===== src/rtl/branch_target_unit_if.sv =====
// Operand/result bundle for branch_target_unit. With BTU_STATS_EN defined,
// the bundle also carries the saturating redirect/misalign counters.
//
// Handshake: in_valid qualifies the operands in the cycle it is high. There
// is no ready signal, so the producer must hold off while stall is high.
// out_valid qualifies target/redirect/misaligned/wrap. A result is consumed
// on the first rising edge where stall is low, and it is held stable while
// stall is high.
interface branch_target_unit_if #(
  parameter int ADDR_W  = 32,
  parameter int IMM_W   = 16,
  parameter int INDEX_W = 26
);
  logic               in_valid;
  logic               stall;
  logic               flush;
  logic [1:0]         mode;
  logic [ADDR_W-1:0]  incr_pc;
  logic [IMM_W-1:0]   imm;
  logic [INDEX_W-1:0] instr_index;
  logic [ADDR_W-1:0]  reg_target;
  logic               cond_taken;
  logic               out_valid;
  logic [ADDR_W-1:0]  target;
  logic               redirect;
  logic               misaligned;
  logic               wrap;
`ifdef BTU_STATS_EN
  logic [15:0]        redirect_count;
  logic [15:0]        misalign_count;

  modport master (
    output in_valid, stall, flush, mode, incr_pc, imm, instr_index, reg_target, cond_taken,
    input  out_valid, target, redirect, misaligned, wrap, redirect_count, misalign_count
  );
  modport slave (
    input  in_valid, stall, flush, mode, incr_pc, imm, instr_index, reg_target, cond_taken,
    output out_valid, target, redirect, misaligned, wrap, redirect_count, misalign_count
  );
`else
  modport master (
    output in_valid, stall, flush, mode, incr_pc, imm, instr_index, reg_target, cond_taken,
    input  out_valid, target, redirect, misaligned, wrap
  );
  modport slave (
    input  in_valid, stall, flush, mode, incr_pc, imm, instr_index, reg_target, cond_taken,
    output out_valid, target, redirect, misaligned, wrap
  );
`endif
endinterface


===== src/rtl/branch_target_unit.sv =====
// EX-stage next-PC target unit: computes branch, jump and jump-register targets
// with wrap/misalign flags through a 1- or 2-stage pipeline. Optional: BTU_STATS_EN.
module branch_target_unit #(
  parameter int ADDR_W      = 32,
  parameter int IMM_W       = 16,
  parameter int INDEX_W     = 26,
  parameter int PIPE_STAGES = 1
) (
  input logic                 clk,
  input logic                 rst_n,
  branch_target_unit_if.slave bus
);

  localparam int LO_W = ADDR_W / 2;
  localparam int HI_W = ADDR_W - LO_W;

  typedef enum logic [1:0] {
    MODE_BRANCH = 2'b00,
    MODE_JUMP   = 2'b01,
    MODE_JR     = 2'b10,
    MODE_RSVD   = 2'b11
  } modeT;

  // Stage 0: word offset and low half of the branch sum.
  logic [ADDR_W-1:0] offset0;
  logic [LO_W:0]     loSum0;

  assign offset0 = {{(ADDR_W-IMM_W-2){bus.imm[IMM_W-1]}}, bus.imm, 2'b00};
  assign loSum0  = {1'b0, bus.incr_pc[LO_W-1:0]} + {1'b0, offset0[LO_W-1:0]};

  // Operands seen by the finishing logic that feeds the output register.
  logic               finValid;
  modeT               finMode;
  logic [ADDR_W-1:0]  finIncrPc;
  logic [ADDR_W-1:0]  finRegTarget;
  logic [HI_W-1:0]    finOffsetHi;
  logic [LO_W-1:0]    finLoSum;
  logic               finLoCarry;
  logic [INDEX_W-1:0] finIndex;
  logic               finCond;

  generate
    if (PIPE_STAGES == 2) begin : gTwoStage
      logic               s1Valid;
      modeT               s1Mode;
      logic [ADDR_W-1:0]  s1IncrPc;
      logic [ADDR_W-1:0]  s1RegTarget;
      logic [HI_W-1:0]    s1OffsetHi;
      logic [LO_W-1:0]    s1LoSum;
      logic               s1LoCarry;
      logic [INDEX_W-1:0] s1Index;
      logic               s1Cond;

      always_ff @(posedge clk or negedge rst_n) begin
        if (!rst_n) begin
          s1Valid     <= 1'b0;
          s1Mode      <= MODE_BRANCH;
          s1IncrPc    <= '0;
          s1RegTarget <= '0;
          s1OffsetHi  <= '0;
          s1LoSum     <= '0;
          s1LoCarry   <= 1'b0;
          s1Index     <= '0;
          s1Cond      <= 1'b0;
        end else if (bus.flush) begin
          s1Valid <= 1'b0;
        end else if (!bus.stall) begin
          s1Valid <= bus.in_valid;
          if (bus.in_valid) begin
            s1Mode      <= modeT'(bus.mode);
            s1IncrPc    <= bus.incr_pc;
            s1RegTarget <= bus.reg_target;
            s1OffsetHi  <= offset0[ADDR_W-1:LO_W];
            s1LoSum     <= loSum0[LO_W-1:0];
            s1LoCarry   <= loSum0[LO_W];
            s1Index     <= bus.instr_index;
            s1Cond      <= bus.cond_taken;
          end
        end
      end

      assign finValid     = s1Valid;
      assign finMode      = s1Mode;
      assign finIncrPc    = s1IncrPc;
      assign finRegTarget = s1RegTarget;
      assign finOffsetHi  = s1OffsetHi;
      assign finLoSum     = s1LoSum;
      assign finLoCarry   = s1LoCarry;
      assign finIndex     = s1Index;
      assign finCond      = s1Cond;
    end else begin : gOneStage
      assign finValid     = bus.in_valid;
      assign finMode      = modeT'(bus.mode);
      assign finIncrPc    = bus.incr_pc;
      assign finRegTarget = bus.reg_target;
      assign finOffsetHi  = offset0[ADDR_W-1:LO_W];
      assign finLoSum     = loSum0[LO_W-1:0];
      assign finLoCarry   = loSum0[LO_W];
      assign finIndex     = bus.instr_index;
      assign finCond      = bus.cond_taken;
    end
  endgenerate

  // High half of the branch sum; its carry-out decides wrap with the offset sign.
  logic [HI_W:0]       hiSum;
  logic [ADDR_W-1:0]   jumpTarget;
  logic [ADDR_W-1:0]   nextTarget;
  logic                nextRedirect;
  logic                nextMis;
  logic                nextWrap;

  assign hiSum = {1'b0, finIncrPc[ADDR_W-1:LO_W]} + {1'b0, finOffsetHi}
               + {{HI_W{1'b0}}, finLoCarry};
  assign jumpTarget = (finIncrPc & ~ADDR_W'({(INDEX_W+2){1'b1}}))
                    | ADDR_W'({finIndex, 2'b00});

  always_comb begin
    nextTarget   = finIncrPc;
    nextRedirect = 1'b0;
    nextMis      = 1'b0;
    nextWrap     = 1'b0;
    case (finMode)
      MODE_BRANCH: begin
        nextTarget   = {hiSum[HI_W-1:0], finLoSum};
        nextWrap     = finOffsetHi[HI_W-1] ? ~hiSum[HI_W] : hiSum[HI_W];
        nextRedirect = finCond;
      end
      MODE_JUMP: begin
        nextTarget   = jumpTarget;
        nextRedirect = 1'b1;
      end
      MODE_JR: begin
        nextTarget   = finRegTarget;
        nextMis      = |finRegTarget[1:0];
        nextRedirect = ~(|finRegTarget[1:0]);
      end
      default: ;
    endcase
  end

  // Output register; target keeps its last value when no result is loaded.
  logic              outValidR;
  logic [ADDR_W-1:0] targetR;
  logic              redirectR;
  logic              misR;
  logic              wrapR;

  always_ff @(posedge clk or negedge rst_n) begin
    if (!rst_n) begin
      outValidR <= 1'b0;
      targetR   <= '0;
      redirectR <= 1'b0;
      misR      <= 1'b0;
      wrapR     <= 1'b0;
    end else if (bus.flush) begin
      outValidR <= 1'b0;
    end else if (!bus.stall) begin
      outValidR <= finValid;
      if (finValid) begin
        targetR   <= nextTarget;
        redirectR <= nextRedirect;
        misR      <= nextMis;
        wrapR     <= nextWrap;
      end
    end
  end

  assign bus.out_valid  = outValidR;
  assign bus.target     = targetR;
  assign bus.redirect   = outValidR & redirectR;
  assign bus.misaligned = outValidR & misR;
  assign bus.wrap       = outValidR & wrapR;

`ifdef BTU_STATS_EN
  logic [15:0] redirectCnt;
  logic [15:0] misalignCnt;

  always_ff @(posedge clk or negedge rst_n) begin
    if (!rst_n) begin
      redirectCnt <= '0;
      misalignCnt <= '0;
    end else if (!bus.stall) begin
      if (bus.redirect && (redirectCnt != 16'hFFFF)) redirectCnt <= redirectCnt + 16'd1;
      if (bus.misaligned && (misalignCnt != 16'hFFFF)) misalignCnt <= misalignCnt + 16'd1;
    end
  end

  assign bus.redirect_count = redirectCnt;
  assign bus.misalign_count = misalignCnt;
`endif

endmodule


===== src/flat_wrapper.sv =====
// flat-port wrapper written by rule: the top's interface ports become plain ports
module branch_target_unit_flat 
#(
  parameter int ADDR_W      = 32,
  parameter int IMM_W       = 16,
  parameter int INDEX_W     = 26,
  parameter int PIPE_STAGES = 1
)
  (clk, rst_n, bus_in_valid, bus_stall, bus_flush, bus_mode, bus_incr_pc, bus_imm, bus_instr_index, bus_reg_target, bus_cond_taken, bus_out_valid, bus_target, bus_redirect, bus_misaligned, bus_wrap);
  branch_target_unit_if #(.ADDR_W(ADDR_W), .IMM_W(IMM_W), .INDEX_W(INDEX_W)) bus_i ();
  input logic clk;
  input logic rst_n;
  input wire logic [$bits(bus_i.in_valid)-1:0] bus_in_valid;
  input wire logic [$bits(bus_i.stall)-1:0] bus_stall;
  input wire logic [$bits(bus_i.flush)-1:0] bus_flush;
  input wire logic [$bits(bus_i.mode)-1:0] bus_mode;
  input wire logic [$bits(bus_i.incr_pc)-1:0] bus_incr_pc;
  input wire logic [$bits(bus_i.imm)-1:0] bus_imm;
  input wire logic [$bits(bus_i.instr_index)-1:0] bus_instr_index;
  input wire logic [$bits(bus_i.reg_target)-1:0] bus_reg_target;
  input wire logic [$bits(bus_i.cond_taken)-1:0] bus_cond_taken;
  output wire logic [$bits(bus_i.out_valid)-1:0] bus_out_valid;
  output wire logic [$bits(bus_i.target)-1:0] bus_target;
  output wire logic [$bits(bus_i.redirect)-1:0] bus_redirect;
  output wire logic [$bits(bus_i.misaligned)-1:0] bus_misaligned;
  output wire logic [$bits(bus_i.wrap)-1:0] bus_wrap;
  assign bus_i.in_valid = bus_in_valid;
  assign bus_i.stall = bus_stall;
  assign bus_i.flush = bus_flush;
  assign bus_i.mode = bus_mode;
  assign bus_i.incr_pc = bus_incr_pc;
  assign bus_i.imm = bus_imm;
  assign bus_i.instr_index = bus_instr_index;
  assign bus_i.reg_target = bus_reg_target;
  assign bus_i.cond_taken = bus_cond_taken;
  assign bus_out_valid = bus_i.out_valid;
  assign bus_target = bus_i.target;
  assign bus_redirect = bus_i.redirect;
  assign bus_misaligned = bus_i.misaligned;
  assign bus_wrap = bus_i.wrap;
  branch_target_unit #(.ADDR_W(ADDR_W), .IMM_W(IMM_W), .INDEX_W(INDEX_W), .PIPE_STAGES(PIPE_STAGES)) u_core (.clk(clk), .rst_n(rst_n), .bus(bus_i));
endmodule

===== config.mk =====
export PLATFORM = sky130hd
export DESIGN_NAME = branch_target_unit_flat
export DESIGN_NICKNAME = d
export VERILOG_FILES = /design/src/rtl/branch_target_unit_if.sv /design/src/rtl/branch_target_unit.sv /design/src/flat_wrapper.sv
export SDC_FILE = /design/constraint.sdc
export NUM_CORES = 1
export LEC_CHECK = 0
export ABC_AREA = 1
export CAP_MARGIN = 20
export CORE_ASPECT_RATIO = 0.6
export CORE_UTILIZATION = 46
export CTS_CLUSTER_DIAMETER = 60
export CTS_CLUSTER_SIZE = 20
export DETAILED_ROUTE_END_ITERATION = 7
export GPL_ROUTABILITY_DRIVEN = 0
export HOLD_SLACK_MARGIN = 0.06
export PLACE_DENSITY_LB_ADDON = 0.05
export SYNTH_ARGS = -nofsm -noshare
export SYNTH_HDL_FRONTEND = slang
export SYNTH_SLANG_ARGS = --single-unit
export TNS_END_PERCENT = 100

===== constraint.sdc =====
create_clock -name clk -period 0.9 [get_ports clk]
set_clock_uncertainty 0.1 [all_clocks]
set_input_delay 0.27 -clock clk [delete_from_list [all_inputs] [get_ports clk]]
set_output_delay 0.27 -clock clk [all_outputs]
set_load 0.02 [all_outputs]

==> summary.md, run 1 <==
| Metric | Value |
|---|---|
| Status | `aborted with a tool error` |
| Stopped at | `global routing` |
| Tool error | `[ERROR DPL-0038] Utilization greater than 100%, impossible to legalize` |
| Cells after synthesis | `673` |
| H-tree depth | `2` |
| Largest net degree at the start of global routing | `37` |
| Number of flops mapped to enable cells by yosys | `0` |
| Net Count, Synth | `between 800 and 900` |
| Top-count cell post-synth | `nand2_1` |
| Post-synthesis sequential area ratio | `between 20% and 30%` |
| Distinct cell type count of the synthesized netlist | `35` |
| Dominant synthesized flop cell | `dfrtp_1` |
| Number of port buffers | `around 150` |
| Die height | `roughly 74 um` |
| Worst endpoint type | `register data pin` |
| CTS buffer count | `5` |
| Yosys top cell by area | `nand2_1` |
| Cell area after technology mapping | `~4000 um2` |
| Commonest cells post-synth | `nand2_1 (264), nor2_1 (82), inv_1 (79)` |
| Longest Clk Path Bufs | `2` |
| Clock sinks | `36` |
| Die width | `122 um` |
| Dpl ws | `-2.69 ns` |
| Avg Inst Size Synth | `~5.9 um2` |
| Ports | `150` |
| Worst endpoint, post-GRT repair | `u_core.bus.target[24]$_DFFE_PN0P_/D` |
| Cell Rows | `25` |
| Yosys warns | `0` |
| Share of the synthesized area in the top cell type | `between 20% and 30%` |
| Clock Root Buffer | `clkbuf_16` |
| Ranking of synthesized cells by area | `nand2_1 (25%), dfrtp_1 (23%), ha_1 (9.1%)` |
| Detailed Place HPWL | `between 10000 and 15000 um` |
| Ys async rst share | `100%` |
| Synth Register Bits | `36` |
| Initial Utilization | `about half` |
## metrics by stage
| stage | util, % | instance area [um2] | instances | hold WS [ns] |
|---|---|---|---|---|
| 2_1_floorplan | - | 4340 | 673 | -0.126 |
| 3_3_place_gp | 80.5 | 6550 | 1001 | 0.156 |
| 3_5_place_dp | 80.5 | 6550 | 1001 | 0.156 |
| 4_1_cts | 95.1 | 7740 | 1069 | 0.128 |
## repair_timing
action | in CTS
pin swaps | 82
buffers inserted | 59
hold buffers | 1
gates resized for setup | 478
cloned | 4
endpoints found under the setup margin | 72
hold endpoints to repair | 36
## logic make-up after synthesis
family	Yosys count	synth area share, %
adders and majority gates	32	10.6
and+or+nand+nor	415	42.3
DFF	36	22.6
AOI/OAI and AO/OA	82	13.2
buffers and inverters	108	11.2
==> run 2, diff against run 1 <==
--- a/config.mk
+++ b/config.mk
@@ -7,14 +7,10 @@
 export LEC_CHECK = 0
 export ABC_AREA = 1
 export CAP_MARGIN = 20
-export CORE_ASPECT_RATIO = 0.6
-export CORE_UTILIZATION = 46
-export CTS_CLUSTER_DIAMETER = 60
-export CTS_CLUSTER_SIZE = 20
+export CORE_UTILIZATION = 40
 export DETAILED_ROUTE_END_ITERATION = 7
 export GPL_ROUTABILITY_DRIVEN = 0
-export HOLD_SLACK_MARGIN = 0.06
-export PLACE_DENSITY_LB_ADDON = 0.05
+export PLACE_DENSITY_LB_ADDON = 0.15
 export SYNTH_ARGS = -nofsm -noshare
 export SYNTH_HDL_FRONTEND = slang
 export SYNTH_SLANG_ARGS = --single-unit
==> summary.md, run 2 <==
| Metric | Value |
|---|---|
| Most frequent cells in the layout | `nand2_1 (191), buf_4 (108), clkdlybuf4s50_1 (78), buf_6 (73), nor2_1 (65)` |
| Net Count, Synth | `between 800 and 900` |
| WL final | `~20000 um` |
| CP Max Fanout | `3` |
| Nets | `around 1100` |
| Avg Inst Size Synth | `around 6 um2` |
| Longest Clk Path Bufs | `2` |
| Ranking of synthesized cells by area | `nand2_1 (25%), dfrtp_1 (23%), ha_1 (9.1%)` |
| Vias per cell | `5.53` |
| VDD IR max | `0.891 mV` |
| Commonest non-fill, non-tap cell in the layout | `nand2_1` |
| Clock power share | `between 10 and 15%` |
| Number of port buffers | `149` |
| Internal | `roughly 5.3 mW` |
| Die width | `approximately 100 um` |
| Yosys top cell by area | `nand2_1` |
| Share of the synthesized area in the top cell type | `24.9%` |
| CTS buffer count | `5` |
| Commonest cells post-synth | `nand2_1 (264), nor2_1 (82), inv_1 (79)` |
| Cells after synthesis | `slightly below 700` |
| Vias post-DR | `a little over 6000` |
| Final antenna-violating net count | `0` |
| Dpl cells | `1020` |
| First-pass GRT wire length | `27800 um` |
| Static Leak | `just over 4 nW` |
| RSZ-0062 raised after global routing | `yes` |
| Total grt overflow | `0` |
| Top-count cell post-synth | `nand2_1` |
| Layout cells sized above 1 | `roughly 44%` |
| CTS tree | `built` |
| Switching portion of total power | `between 40% and 50%` |
| Cell area after technology mapping | `3990 um2` |
| Clock sinks | `36` |
| Period utilisation layout | `318%` |
| Post-synthesis sequential area ratio | `22.6%` |
| Initial Utilization | `approximately two fifths` |
| GRT Total Usage | `roughly a third` |
| Dominant synthesized flop cell | `dfrtp_1` |
| Ys async rst share | `100%` |
| Non-filler instance count after layout | `around 1100` |
| Endpoints failing hold | `0` |
| Gate power share | `61.6%` |
| Max-cap check violation count | `0` |
| Synth Register Bits | `36` |
| Setup WS post-layout | `-1.96 ns` |
| Yosys warns | `0` |
| Clock Root Buffer | `clkbuf_8` |
| Max FFs per register | `32` |
| Ports | `150` |
| CP arrival | `between 2 and 3 ns` |
| Final min period | `between 2 and 3 ns` |
| Die outline area | `a little over 10000 um2` |
| Number of flops mapped to enable cells by yosys | `0` |
| Critical path startpoint category | `input port` |
| WL/cell | `18.3 um` |
| Final setup viols | `71` |
| Power density cells | `~1100 nW/um2` |
| Distinct cell type count of the synthesized netlist | `35` |
| Pins Over Slew Limit | `0` |
| Psw | `about 3.8 mW` |
| Core region area | `9730 um2` |
| Critical Path RT | `1.04 ns` |
| CP endpoint kind | `register` |
| Hold crit path type | `input port to register` |
| Fmax | `350 MHz` |
| Failing checks | `negative setup slack` |
| Initial antenna violation count | `0` |
| Area grow syn2layout | `101%` |
| H-tree depth | `2` |
| Drt drc | `0` |
| N_diodes | `0` |
| Worst Tran Pin Value | `~0.4 ns` |
| Critical path type | `input port to register` |
| Largest net degree at the start of global routing | `37` |
| Seq pwr share | `approximately a quarter` |
| Die height | `102 um` |
| Cell Rows | `36` |
| Detailed Place HPWL | `approximately 11000 um` |
| Slew HR | `roughly three quarters` |
| Drt first pass iters | `6` |
| Dpl ws | `-2.55 ns` |
| Clk_lat worst skew | `between 0.3 and 0.4 ns` |
| Status | `finished with violations` |
| Reg clk slew, reported paths | `around 0.09 ns` |
| Vias in the first global route | `around 6000` |
| Iter 0 DRT Violations | `394` |
-- run 2: cell counts after synthesis --
No cell type changed its count.
-- run 2: final timing paths --
path,start,slack (ns),cells after the start,end
worst max-delay path,bus_imm[11],-1.96,22,u_core.wrapR$_DFFE_PN0P_
worst min-delay path,bus_stall,0.1,3,u_core.bus.out_valid$_DFFE_PN0P_
worst max register to register,u_core.bus.target[23]$_DFFE_PN0P_,-0.20,5,u_core.bus.target[23]$_DFFE_PN0P_
worst min register to register,u_core.bus.target[19]$_DFFE_PN0P_,0.42,2,u_core.bus.target[19]$_DFFE_PN0P_
max in group asynchronous,rst_n,0.13,3,u_core.bus.out_valid$_DFFE_PN0P_
min in group asynchronous,rst_n,0.34,3,u_core.bus.target[27]$_DFFE_PN0P_
-- run 2: metal layers --
metal / vias up / global-route usage, % / share of wire (%)
met1: 2846 / 40.5 / 38
met3: 87 / 7.93 / 9.2
met2: 389 / 60.4 / 49
met5: - / 0 / 0
met4: 0 / 17.9 / 4.1
li1: 2722 / - / -
-- run 2: final cells by class --
class	instances	area [um2]
multi-input combinational	529	3550
fill	603	1710
sequential	36	902
tap	133	166
clock buffer	6	82.6
inverter	87	375
timing repair buffer	300	2930
clock inverter	2	10.0
-- run 2: critical path, cell delays in order --
cell      delay (ns)
clkbuf_2        0.11
ha_4            0.27
inv_2           0.06
o21bai_1        0.09
nor2_2          0.26
nand3_2         0.11
nand2_2         0.09
nand2_2         0.07
a21oi_4         0.16
fa_2            0.22
inv_2           0.05
fa_2            0.34
nand2_2         0.09
nand2_2         0.07
and2_4          0.17
nand2_2         0.07
nand2_2         0.08
nand2_2         0.07
nand2_2         0.07
nand2_2         0.06
nand3_2         0.07
o21ai_2         0.14
-- run 2: per-stage QoR --
step / hold slack (ns) / total power [mW] / area [um2] / setup TNS (ns) / utilization [%]
after floorplan: -0.126 / 4.12 / 4340 / -34.76 / -
after global placement: 0.154 / 6.07 / 6560 / -77.12 / 67.4
after detailed placement: 0.158 / 6.17 / 6560 / -78.95 / 67.4
after CTS: 0.114 / 8.42 / 7660 / -51.53 / 78.7
after global routing: 0.127 / 9.50 / 8020 / -55.45 / 82.4
final: 0.0984 / 9.09 / 8020 / -52.01 / 82.4
-- run 2: cells by family after synthesis --
group           after synthesis  share of synthesized area (%)
compound gates               82                           13.2
fa+ha+maj                    32                           10.6
buf+inv                     108                           11.2
flops                        36                           22.6
simple gates                415                           42.3
-- run 2: timing repair --
| item | in CTS | in global routing |
|---|---|---|
| resized for setup | 505 | 105 |
| setup endpoints to repair | 72 | 72 |
| pin swaps | 80 | 109 |
| setup buffers | 56 | 39 |
| hold endpoints to repair | 36 | 0 |
| hold buffers | 1 | 0 |
| cloned | 3 | 0 |
-- run 2: power by group through the flow --
stage / combinational (mW) / sequential, mW / clock [mW]
global placement: 3.97 / 2.10 / 0
CTS: 4.96 / 2.13 / 1.34
global route: 5.93 / 2.17 / 1.40
floorplan: 1.70 / 2.42 / 0
finish: 5.60 / 2.15 / 1.34
detailed placement: 4.06 / 2.10 / 0
Note: power is estimated with default switching activity, not from simulation.
